--- config.mk ---
export PLATFORM = sky130hd
export DESIGN_NAME = lsu_16b
export DESIGN_NICKNAME = d
export VERILOG_FILES = /design/src/rtl/lsu_16b.sv
export SDC_FILE = /design/constraint.sdc
export NUM_CORES = 1
export LEC_CHECK = 0
export BUFFER_PORTS_ARGS = -buffer_cell sky130_fd_sc_hd__buf_2
export CAP_MARGIN = 20
export CELL_PAD_IN_SITES_DETAIL_PLACEMENT = 0
export CELL_PAD_IN_SITES_GLOBAL_PLACEMENT = 2
export CORE_MARGIN = 2
export CORE_UTILIZATION = 33
export DETAILED_ROUTE_END_ITERATION = 7
export GPL_TIMING_DRIVEN = 0
export PLACE_DENSITY = 0.86
export SETUP_SLACK_MARGIN = 0.3
export SYNTH_ARGS = -nofsm -noshare
export SYNTH_HDL_FRONTEND = slang
export SYNTH_SLANG_ARGS = --single-unit
--- constraint.sdc ---
create_clock -name clk -period 5.1 [get_ports clk]
set_input_delay 1.02 -clock clk [delete_from_list [all_inputs] [get_ports clk]]
set_output_delay 1.02 -clock clk [all_outputs]
set_load 0.03 [all_outputs]
--- src/rtl/lsu_16b.sv ---
// Load/store unit: one or two little-endian byte cycles on an 8-bit bus per request.
// Optional feature macro: LSU_PAGE_WRAP_EN (second byte wraps within the 256-byte page).
module lsu_16b (
  input  logic        clk,
  input  logic        rst,
  input  logic [15:0] lsu_adr,
  input  logic [15:0] lsu_payload,
  input  logic        sched_start,
  input  logic        sched_we,
  input  logic        sched_wide,
  output logic        lsu_busy,
  output logic        lsu_done,
  output logic [15:0] rf_ld,
  output logic        rf_ld_we,
  output logic        mem_req,
  output logic        mem_we,
  output logic [15:0] mem_adr,
  output logic [7:0]  mem_dout,
  input  logic [7:0]  mem_din,
  input  logic        mem_rdy
);

  typedef enum logic [1:0] {IDLE, BYTE0, BYTE1} state_t;

  state_t      state_reg, state_next;
  logic [15:0] adr_q, pay_q, data_q;
  logic        we_q, wide_q, done_q;
  logic [15:0] mem_adr_reg;
  logic [7:0]  mem_dout_reg;
  logic        mem_req_reg, mem_we_reg;
  logic        accept, fin;
  logic [15:0] adr_b1;

`ifdef LSU_PAGE_WRAP_EN
  assign adr_b1 = {adr_q[15:8], adr_q[7:0] + 8'd1};
`else
  assign adr_b1 = adr_q + 16'd1;
`endif

  always_ff @(posedge clk or posedge rst) begin
    if (rst) state_reg <= IDLE;
    else     state_reg <= state_next;
  end

  always_comb begin
    state_next = state_reg;
    accept     = 1'b0;
    fin        = 1'b0;
    case (state_reg)
      IDLE: begin
        if (sched_start) begin
          accept     = 1'b1;
          state_next = BYTE0;
        end
      end
      BYTE0: begin
        if (mem_rdy) begin
          if (wide_q) begin
            state_next = BYTE1;
          end else begin
            state_next = IDLE;
            fin        = 1'b1;
          end
        end
      end
      BYTE1: begin
        if (mem_rdy) begin
          state_next = IDLE;
          fin        = 1'b1;
        end
      end
      default: state_next = IDLE;
    endcase
  end

  // Bus outputs are registered from the next state so no input reaches an output combinationally.
  always_ff @(posedge clk or posedge rst) begin
    if (rst) begin
      adr_q        <= 16'h0000;
      pay_q        <= 16'h0000;
      data_q       <= 16'h0000;
      we_q         <= 1'b0;
      wide_q       <= 1'b0;
      done_q       <= 1'b0;
      mem_adr_reg  <= 16'h0000;
      mem_dout_reg <= 8'h00;
      mem_req_reg  <= 1'b0;
      mem_we_reg   <= 1'b0;
    end else begin
      done_q      <= fin;
      mem_req_reg <= (state_next != IDLE);
      mem_we_reg  <= (state_next != IDLE) & (accept ? sched_we : we_q);
      if (accept) begin
        adr_q        <= lsu_adr;
        pay_q        <= lsu_payload;
        we_q         <= sched_we;
        wide_q       <= sched_wide;
        data_q       <= 16'h0000;
        mem_adr_reg  <= lsu_adr;
        mem_dout_reg <= lsu_payload[7:0];
      end
      if (state_reg == BYTE0 && mem_rdy) begin
        if (!we_q) data_q[7:0] <= mem_din;
        if (wide_q) begin
          mem_adr_reg  <= adr_b1;
          mem_dout_reg <= pay_q[15:8];
        end
      end
      if (state_reg == BYTE1 && mem_rdy && !we_q) begin
        data_q[15:8] <= mem_din;
      end
    end
  end

  assign lsu_busy = (state_reg != IDLE);
  assign lsu_done = done_q;
  assign rf_ld    = data_q;
  assign rf_ld_we = done_q & ~we_q;
  assign mem_req  = mem_req_reg;
  assign mem_we   = mem_we_reg;
  assign mem_adr  = mem_adr_reg;
  assign mem_dout = mem_dout_reg;

endmodule

==> Yosys cells after proc, flatten, opt, wreduce, memory -nomap -nowiden <==
Cells that the tools add are included.
{ "classes": {"addsub": 1, "multipliers": 0, "shift": 0, "div": 0, "magnitude_cmp": 0, "reduce_logical": 8, "n_mux": 22, "n_eq_ne": 2, "bitwise_logic": 3} }
{ "ops": {"columns": ["cell", "n"], "rows": [
  ["2-to-1 mux 16 bit", 4],
  ["2-to-1 mux 8 bit", 6],
  ["adder 16 x 1 -> 16 bit, second input constant", 1],
  ["2-to-1 mux 2 bit", 4],
  ["2-to-1 mux 1 bit", 6],
  ["one-hot mux 2 bit (3 select lines)", 1],
  ["nonzero test 2 bit", 3],
  ["logical AND 1 bit", 3],
  ["AND 1 bit", 2],
  ["== test 2 x 1 -> 1 bit, second input constant", 1],
  ["== test 2 bit, second input constant", 1],
  ["zero test 2 bit", 1],
  ["one-hot mux 1 bit (2 select lines)", 1],
  ["zero test 1 bit", 1],
  ["inverter 1 bit", 1]
]} }
{ "word_totals": {"mem_bits_rw": 0, "memories": 0, "rom_bits": 0, "output_inout_bits": 45, "in_bits": 46, "latch_bits": 0, "wordCells": 48, "register_bits": 79} }

==> Longest topological paths before layout <==
Gate-level depths: netlist of the first run.
{ "logic_depth": {"depth_word": 5, "mapped_depth": 7, "mapped_depth_nobuf": 6} }

==> Least setup slack after synthesis of the first run <==
OpenSTA, ideal clock, no wires.
{ "synth_timing": {"path_type": "register -> output", "startpoint": "register done_q (netlist: lsu_done)", "endpoint": "output rf_ld_we", "setup_slack_ns": 3.082, "required_time_ns": 4.080, "arrival_ns": 0.998, "path_buffers": 0, "stages_incl_launch_ff": 2, "cell_sequence": "dfrtp_1 > nor2b_1"} }
{ "synth_between": {"elab_chain_len": 1} }
{ "synth_rtl": {"columns": ["item", "line", "source"], "rows": [
  ["from (decl)", "27", "logic we_q, wide_q, done_q;"],
  ["from (signal assigned)", "90", "done_q <= fin;"],
  ["AND 1 bit", "118", "assign rf_ld_we = done_q & ~we_q;"],
  ["to (decl)", "14", "output logic rf_ld_we,"]
]} }
No other way between the ends.

==> Final worst setup path of the first run <==
{ "layout_timing": {"startpoint": "register state_reg[1]", "endpoint": "output lsu_busy"} }
{ "layout_between": {"elab_chain_len": 1} }
{ "layout_rtl": {"columns": ["item", "line", "source"], "rows": [
  ["from (decl)", "25", "state_t state_reg, state_next;"],
  ["from (signal assigned)", "42", "else state_reg <= state_next;"],
  ["nonzero test 2 bit", "115", "assign lsu_busy = (state_reg != IDLE);"],
  ["to (decl)", "11", "output logic lsu_busy,"]
]} }
No other way between the ends.

==> qor.yml, run 1 <==
worst_setup_path:
  start_kind: "register"
  r2r_setup_slack_ns: 3.04
  cp-end-kind: "primary output"
  startpoint: "state_reg[1]$_DFF_PP0_"
  critPathArrivalTime_ns: 1.46
  reg2reg_from: "state_reg[1]$_DFF_PP0_"
  path_max_fanout: 6
  cp_data_required_time_ns: 4.08
  criticalPathCategory: "reg2out"
clock_network:
  cts_buffers: 9
  cts_buffer_depth: 2
  clkTransAtPathRegs_ns: 0.08
  clk_latency_ns: 0.34
  numClockSinks: 71
  cts_htree_levels: 3
  cts_hold_buf: 0
  cts_setup_buffers: 0
  cts_tree: "yes"
  cts_resized: 0
  cts-root-buf: "clkbuf_8"
hold_path:
  min_path_type: "reg2reg"
  hp-start: "pay_q[9]$_DFFE_PP0P_"
die:
  ios: 91
  die_w_um: 103
  start_util: 0.335
  core-area_um2: 9640
  dieArea_um2: 10600
  rows: 36
  fp.dieH_um: 103
timing:
  fin_crit_sh: 0.487
  worst_pin_slew_ns: 0.673
  skew_ns: 0.00912
  finalHoldViolations: 0
  min_period_ns: 2.48
  rsz0062_at_grt: "false"
  fin_tns_setup_ns: 0
  fmax_mhz: 402
  slew_headroom: 0.551
  drv_slew: 0
  setup_viol: 0
synth:
  synth_flop_cell: "dfrtp_1"
  ys_ff_latch: 71
  syn_nets: 397
  synth.avg_cell_area_um2: 9.33
  yosysWarningCount: 0
  synthDistinctLibCells: 33
  synth-edff-count: 0
  ys_seq_area_frac: 0.550
  async_flop_share: 1.00
  synth_area_um2: 3230
  synth_cells: 346
finish:
  area_delta_synth_final_pct: 27.2
  antenna_cells: 0
  regArea_um2: 1780
  design_area_um2: 4110
  layout_common_cells: "nand2_1 (98), buf_2 (94), dfrtp_1 (71)"
  final_common_cell: "nand2_1"
  nets: 499
  nFillCells: 1020
  layout-drive-gt1-share: 0.259
  multi_input_area_um2: 1340
drt:
  routedWlPerCell_um: 14.9
  first_pass_iters: 4
  ant_nets: 0
  dr.first_iter.drc_count: 138
  drc: 0
  vias: 2767
  viasPerCell: 4.73
  totalWireLength_mm: 8.73
power:
  p_per_area_nw_per_um2: 659
  peakVddDrop_mv: 0.226
  p_leak_nw: 2.17
grt:
  grt_start_max_net_pins: 67
  grtUsageTotal: 0.172
  antenna_found_initial: 0
  grt-ovfl-total: 0
  grt_pass1_wl_mm: 14.0
  grt_pass1_vias: 2763
flow_run:
  drv_cap: 0
placement:
  place_area_um2: 3880
  gp_congestion: 0.760
  io_buffers: 90
  dpl.hpwl_mm: 6.03
status:
  outcome: "complete, no violations"
## path summary, 6_finish.rpt
| kind | to | depth (start not counted) |
|---|---|---|
| worst min register to register | pay_q[9]$_DFFE_PP0P_ | 2 |
| worst max register to register | mem_adr[1]$_DFF_PP0_ | 6 |
| min in group asynchronous | rf_ld[6]$_DFF_PP0_ | 2 |
| worst max-delay path | lsu_busy | 4 |
| max in group asynchronous | mem_adr[12]$_DFF_PP0_ | 3 |
| worst min-delay path | pay_q[9]$_DFFE_PP0P_ | 2 |
## report_power, final
group          internal, W  switching (W)
combinational     0.000389       0.000783
clock             0.000312       0.000212
sequential        0.000818       0.000191
## cell usage after synthesis, drive strengths merged (2+ instances only)
| master | number | share of area |
|---|---|---|
| nor2 | 21 | 0.024 |
| nor2b | 2 | 0.0039 |
| clkbuf | 10 | 0.012 |
| dfrtp | 71 | 0.55 |
| nor3b | 2 | 0.0046 |
| o21ai | 2 | 0.0031 |
| a21oi | 14 | 0.022 |
| a211oi | 13 | 0.030 |
| inv | 8 | 0.0093 |
| nand4 | 2 | 0.0058 |
| nor3 | 3 | 0.0046 |
| nor4 | 4 | 0.012 |
| and2 | 4 | 0.0077 |
| ha | 5 | 0.019 |
| xor2 | 2 | 0.0054 |
| a21o | 12 | 0.029 |
| a31oi | 12 | 0.023 |
| nand3 | 22 | 0.038 |
| buf | 10 | 0.013 |
| and3 | 13 | 0.025 |
| xnor2 | 10 | 0.027 |
| nand2 | 99 | 0.12 |
## per-stage QoR
stage	utilization	total power [W]	cells	setup WS, ns	hold WS (ns)
2_1_floorplan	-	0.00183	346	2.28	0.446
3_3_place_gp	0.399	0.00218	569	1.29	0.458
3_5_place_dp	0.402	0.00220	570	2.69	0.464
4_1_cts	0.426	0.00273	585	2.61	0.484
5_1_grt	0.426	0.00291	585	2.54	0.516
6_report	0.426	0.00270	585	2.62	0.481
## metal layers
layer	global-route usage	wire, µm
met1	0.237	4310
met2	0.275	3940
met3	0.0332	376
met4	0.0557	97
met5	0	0
## worst max-delay path, cell delays in order, from the launching register on
cell and delay (ns):
dfrtp_1 0.44, inv_1 0.09, ha_1 0.25, inv_1 0.13
buf_2 0.21
## final cells by class
cell class / instances / share of cell area
buffer: 20 / 0.0195
clock buffer: 12 / 0.0402
clock inverter: 3 / 0.0158
inverter: 8 / 0.00792
multi-input combinational: 247 / 0.327
sequential: 71 / 0.433
tap: 133 / 0.0405
timing repair buffer: 91 / 0.116
## kinds of logic (layout without fill, tap and decap cells)
| group | count (synthesis) | in the layout | synth area share |
|---|---|---|---|
| AOI/OAI and AO/OA | 57 | 57 | 0.118 |
| xor gates and xnor gates | 12 | 12 | 0.0325 |
| adders and majority gates | 5 | 5 | 0.0194 |
| buffers and inverters | 28 | 134 | 0.0341 |
| DFF | 71 | 71 | 0.550 |
| muxes | 1 | 1 | 0.00310 |
| and+or+nand+nor | 172 | 172 | 0.243 |
No activity file was read; power rests on OpenSTA's default activity.
==> run 2, diff against run 1 <==
--- a/config.mk
+++ b/config.mk
@@ -5,15 +5,16 @@
 export SDC_FILE = /design/constraint.sdc
 export NUM_CORES = 1
 export LEC_CHECK = 0
+export ABC_AREA = 1
 export BUFFER_PORTS_ARGS = -buffer_cell sky130_fd_sc_hd__buf_2
 export CAP_MARGIN = 20
 export CELL_PAD_IN_SITES_DETAIL_PLACEMENT = 0
 export CELL_PAD_IN_SITES_GLOBAL_PLACEMENT = 2
 export CORE_MARGIN = 2
-export CORE_UTILIZATION = 33
+export CORE_UTILIZATION = 29
 export DETAILED_ROUTE_END_ITERATION = 7
 export GPL_TIMING_DRIVEN = 0
-export PLACE_DENSITY = 0.86
+export PLACE_DENSITY = 0.8
 export SETUP_SLACK_MARGIN = 0.3
 export SYNTH_ARGS = -nofsm -noshare
 export SYNTH_HDL_FRONTEND = slang
==> constraint.sdc (replaced) <==
create_clock -name clk -period 2.6 [get_ports clk]
set_input_delay 0.52 -clock clk [delete_from_list [all_inputs] [get_ports clk]]
set_output_delay 0.52 -clock clk [all_outputs]
set_load 0.03 [all_outputs]
==> run 2 against run 1 <==
  * Count of clock-buffer cells in the layout grew 1
  * Core utilization shrank 5.0 points
  * Hold slack lost 0.17 ns
  * Area after synthesis grew 3.0%
  * Critical endpoint unchanged
  * Non-clock buffer count shrank 4
==> qor.yml, run 2 <==
status:
  outcome: "complete, no violations"  # unchanged
flow_run:
  drv_cap: 0  # unchanged
timing:
  finalHoldViolations: 0  # unchanged
  worst_pin_slew_ns: 0.738  # was 0.673 ns
  setup_viol: 0  # unchanged
  drv_slew: 0  # unchanged
  holdWs_ns: 0.312  # was 0.481 ns
  skew_ns: 0.00464  # was 0.00912 ns
  rsz0062_at_grt: "false"  # unchanged
  slew_headroom: 0.507  # was 0.551
  min_period_ns: 1.85
  fin_tns_setup_ns: 0  # unchanged
  fmax_mhz: 541
  fin_crit_sh: 0.711
grt:
  antenna_found_initial: 0  # unchanged
  grt-ovfl-total: 0  # unchanged
  grt_start_max_net_pins: 40  # was 67
  grtUsageTotal: 0.163  # was 0.172
  grt_pass1_vias: 3069  # was 2763
  grt_pass1_wl_mm: 15.8  # was 14.0 mm
worst_setup_path:
  criticalPathCategory: "reg2out"  # unchanged
  cp_data_required_time_ns: 2.08  # was 4.08 ns
  start_kind: "register"  # unchanged
  worstRegToRegCells: 7  # was 6
  path_max_fanout: 4  # was 6
  cp-end-kind: "primary output"  # unchanged
  critPathArrivalTime_ns: 1.33  # was 1.46 ns
drt:
  vias: 3027  # was 2767
  first_pass_iters: 4  # unchanged
  dr.first_iter.drc_count: 105  # was 138
  routedWlPerCell_um: 14.4  # was 14.9 µm
  viasPerCell: 4.57  # was 4.73
  totalWireLength_mm: 9.56  # was 8.73 mm
  ant_nets: 0  # unchanged
  drc: 0  # unchanged
clock_network:
  cts_buffer_depth: 2  # unchanged
  cts_htree_levels: 3  # unchanged
  cts_tree: "yes"  # unchanged
  cts_setup_buffers: 0  # unchanged
  cts_hold_buf: 0  # unchanged
  cts_resized: 0  # unchanged
  clkTransAtPathRegs_ns: 0.05  # was 0.08 ns
  cts_buffers: 9  # unchanged
  clk_latency_ns: 0.33  # was 0.34 ns
  cts-root-buf: "clkbuf_16"  # was clkbuf_8
  numClockSinks: 71  # unchanged
synth:
  netlist_top_cells_count: "nand2_1 (124), dfrtp_1 (71), o21ai_0 (47), inv_1 (42), nand3_1 (40)"  # was nand2_1 (98), dfrtp_1 (71), nand3_1 (21), nor2_1 (21), a21oi_1 (14)
  syn_nets: 465  # was 397
  synth.avg_cell_area_um2: 8.04  # was 9.33 µm²
  synth-edff-count: 0  # unchanged
  synth_area_um2: 3330  # was 3230 µm²
  synth_top_area_share: 0.534  # was 0.550
  ys_seq_area_frac: 0.534  # was 0.550
  ys_ff_latch: 71  # unchanged
  async_flop_share: 1.00  # unchanged
  yosys-top-cells-area: "dfrtp_1 (53%), nand2_1 (14%), o21ai_0 (7.1%), nand3_1 (6.0%), inv_1 (4.7%)"  # was dfrtp_1 (55%), nand2_1 (11%), nand3_1 (3.3%), a211oi_1 (3.0%), xnor2_1 (2.7%)
  synth_cells: 414  # was 346
  synthDistinctLibCells: 23  # was 33
  yosysWarningCount: 0  # unchanged
  synth_flop_cell: "dfrtp_1"  # unchanged
  synth_top_area_cell: "dfrtp_1"  # unchanged
  synthMostInstantiatedCell: "nand2_1"  # unchanged
hold_path:
  min_path_type: "in2async"  # was reg2reg
die:
  die_w_um: 111  # was 103 µm
  ios: 91  # unchanged
  start_util: 0.294  # was 0.335
  fp.dieH_um: 111  # was 103 µm
  rows: 39  # was 36
  core-area_um2: 11300  # was 9640 µm²
  dieArea_um2: 12300  # was 10600 µm²
placement:
  dpl.hpwl_mm: 6.95  # was 6.03 mm
  io_buffers: 90  # unchanged
  place_area_um2: 3980  # was 3880 µm²
  gp_congestion: 0.775  # was 0.760
finish:
  final_common_cell: "nand2_1"  # unchanged
  nets: 567  # was 499
  layout_common_cells: "nand2_1 (124), buf_2 (98), dfrtp_1 (71)"  # was nand2_1 (98), buf_2 (94), dfrtp_1 (71)
  nFillCells: 1252  # was 1020
  final_util: 0.376  # was 0.426
  layout-drive-gt1-share: 0.237  # was 0.259
  area_delta_synth_final_pct: 28.1  # was 27.2%
  antenna_cells: 0  # unchanged
  design_area_um2: 4260  # was 4110 µm²
power:
  p_per_area_nw_per_um2: 1260  # was 659 nW/µm²
  peakVddDrop_mv: 0.395  # was 0.226 mV
  internal_power_w: 0.00302  # was 0.00152 W
  p_sw_w: 0.00236  # was 0.00118 W
  p_seq_frac: 0.358  # was 0.373
  p_comb_frac: 0.420  # was 0.433
  switching_share: 0.439  # was 0.438
  clock_power_share: 0.222  # was 0.194
  p_leak_nw: 2.25  # was 2.17 nW
[run 2: final timing paths]
check	startpoint	slack [ns]	to
setup / recovery	state_reg[1]$_DFF_PP0_	0.75	lsu_busy
hold / removal	rst	0.31	rf_ld[15]$_DFFE_PP0P_
setup reg to reg	state_reg[1]$_DFF_PP0_	0.82	mem_we$_DFF_PP0_
hold reg to reg	pay_q[9]$_DFFE_PP0P_	0.48	pay_q[9]$_DFFE_PP0P_
max in group asynchronous	rst	1.65	adr_q[14]$_DFFE_PP0P_
min in group clk	lsu_payload[8]	0.39	pay_q[8]$_DFFE_PP0P_
[run 2: power groups by stage]
stage	sequential [W]	clock, W	combinational, W
finish	0.00193	0.00120	0.00226
global route	0.00200	0.00127	0.00254
CTS	0.00194	0.00123	0.00230
detailed placement	0.00194	0	0.00229
global placement	0.00193	0	0.00227
floorplan	0.00241	0	0.00108
[run 2: kinds of logic after synthesis]
kind of cell / synth area share
flip-flops: 0.534
AO/OA/AOI/OAI: 0.104
XOR/XNOR: 0.0105
AND/OR/NAND/NOR: 0.261
buffers and inverters: 0.0718
adder cells (fa/ha/maj): 0.0188
[run 2: critical path, stage by stage (launching register included)]
cell	delay, ns
dfrtp_1	0.42
inv_1	0.08
ha_1	0.20
inv_1	0.10
buf_2	0.20
[run 2: per-layer routing]
layer,vias to the layer above,global-route usage,share of wire
met2,61,0.263,0.46
met3,12,0.0312,0.042
met5,-,0,0
met1,1436,0.215,0.47
met4,0,0.0733,0.020
li1,1518,-,-
[run 2: final cells by class]
cell class                      count  area, µm²  share of cell area
Inverter                           44        169              0.0396
Tap cell                          143        179              0.0420
Multi-Input combinational cell    283       1310               0.308
Clock buffer                       13        250              0.0587
Clock inverter                      1       30.0             0.00705
Buffer                             16       73.8              0.0173
Timing Repair Buffer               91        470               0.110
Sequential cell                    71       1780               0.417
[run 2: metrics by stage]
| step | power [W] | setup WS, ns | std cells |
|---|---|---|---|
| 3_5_place_dp | 0.00423 | 0.800 | 648 |
| 4_1_cts | 0.00546 | 0.744 | 662 |
| 5_1_grt | 0.00581 | 0.613 | 662 |
| 6_report | 0.00539 | 0.751 | 662 |
| 3_3_place_gp | 0.00420 | 0.703 | 647 |
| 2_1_floorplan | 0.00349 | 1.11 | 414 |
==> run 3, diff against run 2 <==
--- a/config.mk
+++ b/config.mk
@@ -11,10 +11,10 @@
 export CELL_PAD_IN_SITES_DETAIL_PLACEMENT = 0
 export CELL_PAD_IN_SITES_GLOBAL_PLACEMENT = 2
 export CORE_MARGIN = 2
-export CORE_UTILIZATION = 29
+export CORE_UTILIZATION = 27
 export DETAILED_ROUTE_END_ITERATION = 7
 export GPL_TIMING_DRIVEN = 0
-export PLACE_DENSITY = 0.8
+export PLACE_DENSITY = 0.78
 export SETUP_SLACK_MARGIN = 0.3
 export SYNTH_ARGS = -nofsm -noshare
 export SYNTH_HDL_FRONTEND = slang
==> constraint.sdc (replaced) <==
create_clock -name clk -period 1.5 [get_ports clk]
set_input_delay 0.3 -clock clk [delete_from_list [all_inputs] [get_ports clk]]
set_output_delay 0.3 -clock clk [all_outputs]
set_load 0.03 [all_outputs]
==> run 3 against run 2 <==
  * Core utilization rose by 11 points
  * Setup slack worse by 0.75 ns
  * Final area is 37% higher
  * Non-clock buffer count is 51 higher
  * Global-route usage is 0.47 points higher
  * Critical path type unchanged
==> qor.yml, run 3 (same netlist as run 2, synthesis figures left out) <==
timing:
  setup_viol: 0  # unchanged
  worst_pin_slew_ns: 0.837  # was 0.738 ns
  layout_setup_ws_ns: 0.00561  # was 0.751 ns
  drv_slew: 0  # unchanged
  rsz0062_at_grt: "true"  # was false
  fin_crit_sh: 0.996
  finalHoldViolations: 0  # unchanged
  fmax_mhz: 669
  holdWs_ns: 0.128  # was 0.312 ns
  min_period_ns: 1.49
  skew_ns: 0.00504  # was 0.00464 ns
  slew_headroom: 0.441  # was 0.507
placement:
  dpl.hpwl_mm: 7.10  # was 6.95 mm
  io_buffers: 90  # unchanged
  place_area_um2: 4170  # was 3980 µm²
  gp_congestion: 0.777  # was 0.775
  dp_slack_ns: 0.00382  # was 0.800 ns
finish:
  nFillCells: 1144  # was 1252
  design_area_um2: 5830  # was 4260 µm²
  final_util: 0.485  # was 0.376
  layout_common_cells: "nand2_1 (87), dfrtp_1 (70), buf_6 (57)"  # was nand2_1 (124), buf_2 (98), dfrtp_1 (71)
  nets: 618  # was 567
  final_common_cell: "nand2_1"  # unchanged
  layout-drive-gt1-share: 0.497  # was 0.237
  antenna_cells: 0  # unchanged
  multi_input_area_um2: 1800  # was 1310 µm²
  area_delta_synth_final_pct: 75.2  # was 28.1%
  regArea_um2: 1780  # about the same
die:
  die_w_um: 115  # was 111 µm
  core-area_um2: 12000  # was 11300 µm²
  start_util: 0.277  # was 0.294
  rows: 40  # was 39
  dieArea_um2: 13200  # was 12300 µm²
  ios: 91  # unchanged
  fp.dieH_um: 115  # was 111 µm
drt:
  first_pass_iters: 4  # unchanged
  ant_nets: 0  # unchanged
  dr.first_iter.drc_count: 130  # was 105
  routedWlPerCell_um: 15.6  # was 14.4 µm
  viasPerCell: 4.57  # about the same
  drc: 0  # unchanged
  totalWireLength_mm: 11.2  # was 9.56 mm
  vias: 3285  # was 3027
power:
  p_per_area_nw_per_um2: 2190  # was 1260 nW/µm²
  peakVddDrop_mv: 1.04  # was 0.395 mV
  p_leak_nw: 2.88  # was 2.25 nW
worst_setup_path:
  crit_chain: "inv_2 -> ha_4 -> inv_4 -> buf_6"  # was inv_1 -> ha_1 -> inv_1 -> buf_2
  critPathTopFamily: "flip-flops"  # unchanged
  criticalPathCategory: "reg2out"  # unchanged
  cp_slowest_stage_delay_ns: 0.41  # was 0.42 ns
  startpoint: "state_reg[0]$_DFF_PP0_"  # was state_reg[1]$_DFF_PP0_
  start_kind: "register"  # unchanged
  critPathArrivalTime_ns: 1.19  # was 1.33 ns
  cpMaxStageDelayCell: "dfrtp_1"  # unchanged
  cp_data_required_time_ns: 1.20  # was 2.08 ns
  reg2reg_from: "state_reg[0]$_DFF_PP0_"  # was state_reg[1]$_DFF_PP0_
  crit_buf_inv: 3  # unchanged
  path_max_fanout: 2  # was 4
  cp-end-kind: "primary output"  # unchanged
clock_network:
  cts_buffer_depth: 2  # unchanged
  cts_tree: "yes"  # unchanged
  cts_htree_levels: 3  # unchanged
  numClockSinks: 71  # unchanged
  cts-root-buf: "clkbuf_16"  # unchanged
  cts_buffers: 9  # unchanged
  clkTransAtPathRegs_ns: 0.06  # was 0.05 ns
  clk_latency_ns: 0.33  # about the same
grt:
  grt-ovfl-total: 0  # unchanged
  grt_pass1_vias: 3284  # was 3069
  grtUsageTotal: 0.168  # was 0.163
  grt_pass1_wl_mm: 17.3  # was 15.8 mm
  grt_start_max_net_pins: 37  # was 40
  antenna_found_initial: 1  # was 0
status:
  outcome: "complete, no violations"  # unchanged
flow_run:
  drv_cap: 0  # unchanged
hold_path:
  min_path_type: "in2async"  # unchanged
==> run 3: cell types whose count changed in the layout (fill, tap and decap cells not counted), moves of 6 or more <==
cell      change
buf_2        -49
buf_4        +30
buf_6        +57
buf_8        +10
clkbuf_1     -10
nand2_1      -37
nand2_2      +25
nand2_4      +10
nand3_1      -19
nand3_2      +18
nor2_4        +6
o21ai_0      -44
o21ai_1      +22
o21ai_2      +21
==> run 3: worst paths after layout <==
path | to | slack (ns) | cells after the start
setup / recovery | lsu_busy | 0.006 | 4
hold / removal | rf_ld[13]$_DFFE_PP0P_ | 0.13 | 2
setup reg to reg | mem_adr[14]$_DFF_PP0_ | 0.006 | 10
hold reg to reg | pay_q[10]$_DFFE_PP0P_ | 0.48 | 2
max in group asynchronous | adr_q[9]$_DFFE_PP0P_ | 0.73 | 3
min in group clk | pay_q[9]$_DFFE_PP0P_ | 0.17 | 3
==> run 3: layout make-up <==
class | instances | share of cell area
repair buffers | 142 | 0.217
flip-flops and latches | 71 | 0.305
well taps | 147 | 0.0316
clock buffers | 10 | 0.0410
clock inverters | 6 | 0.0198
plain buffers | 16 | 0.0432
multi-input cells | 283 | 0.309
inverters | 44 | 0.0333
==> run 3: where the power goes <==
group	leakage (nW)	switching (W)	internal, W
logic	1.82	0.00362	0.00309
clock network	0.170	0.000856	0.00168
registers	0.887	0.000749	0.00276
total	2.88	0.00522	0.00752
==> run 3: metal layers <==
layer,wire length (µm),vias to the layer above,part of all wire,track usage
li1,-,1631,-,-
met1,5180,1579,0.46,0.233
met2,5460,64,0.49,0.268
met3,470,9,0.042,0.0358
met5,11,-,0.00098,0
met4,98,2,0.0087,0.0450
==> run 3: per-stage QoR <==
| stage | TNS (ns) | instances | total power, W |
|---|---|---|---|
| finish | 0 | 719 | 0.0127 |
| global placement | -13.03 | 651 | 0.00765 |
| floorplan | 0 | 414 | 0.00640 |
| CTS | 0 | 688 | 0.0111 |
| global route | -1.04 | 719 | 0.0136 |
| detailed placement | 0 | 652 | 0.00772 |
==> run 3: repair_timing <==
action,4_1_cts,5_1_grt
gates cloned,4,4
hold buffers,0,0
endpoints found under the hold margin,0,0
pin swaps,12,20
resized for setup,88,204
setup endpoints to repair,87,112
buffers inserted,16,27
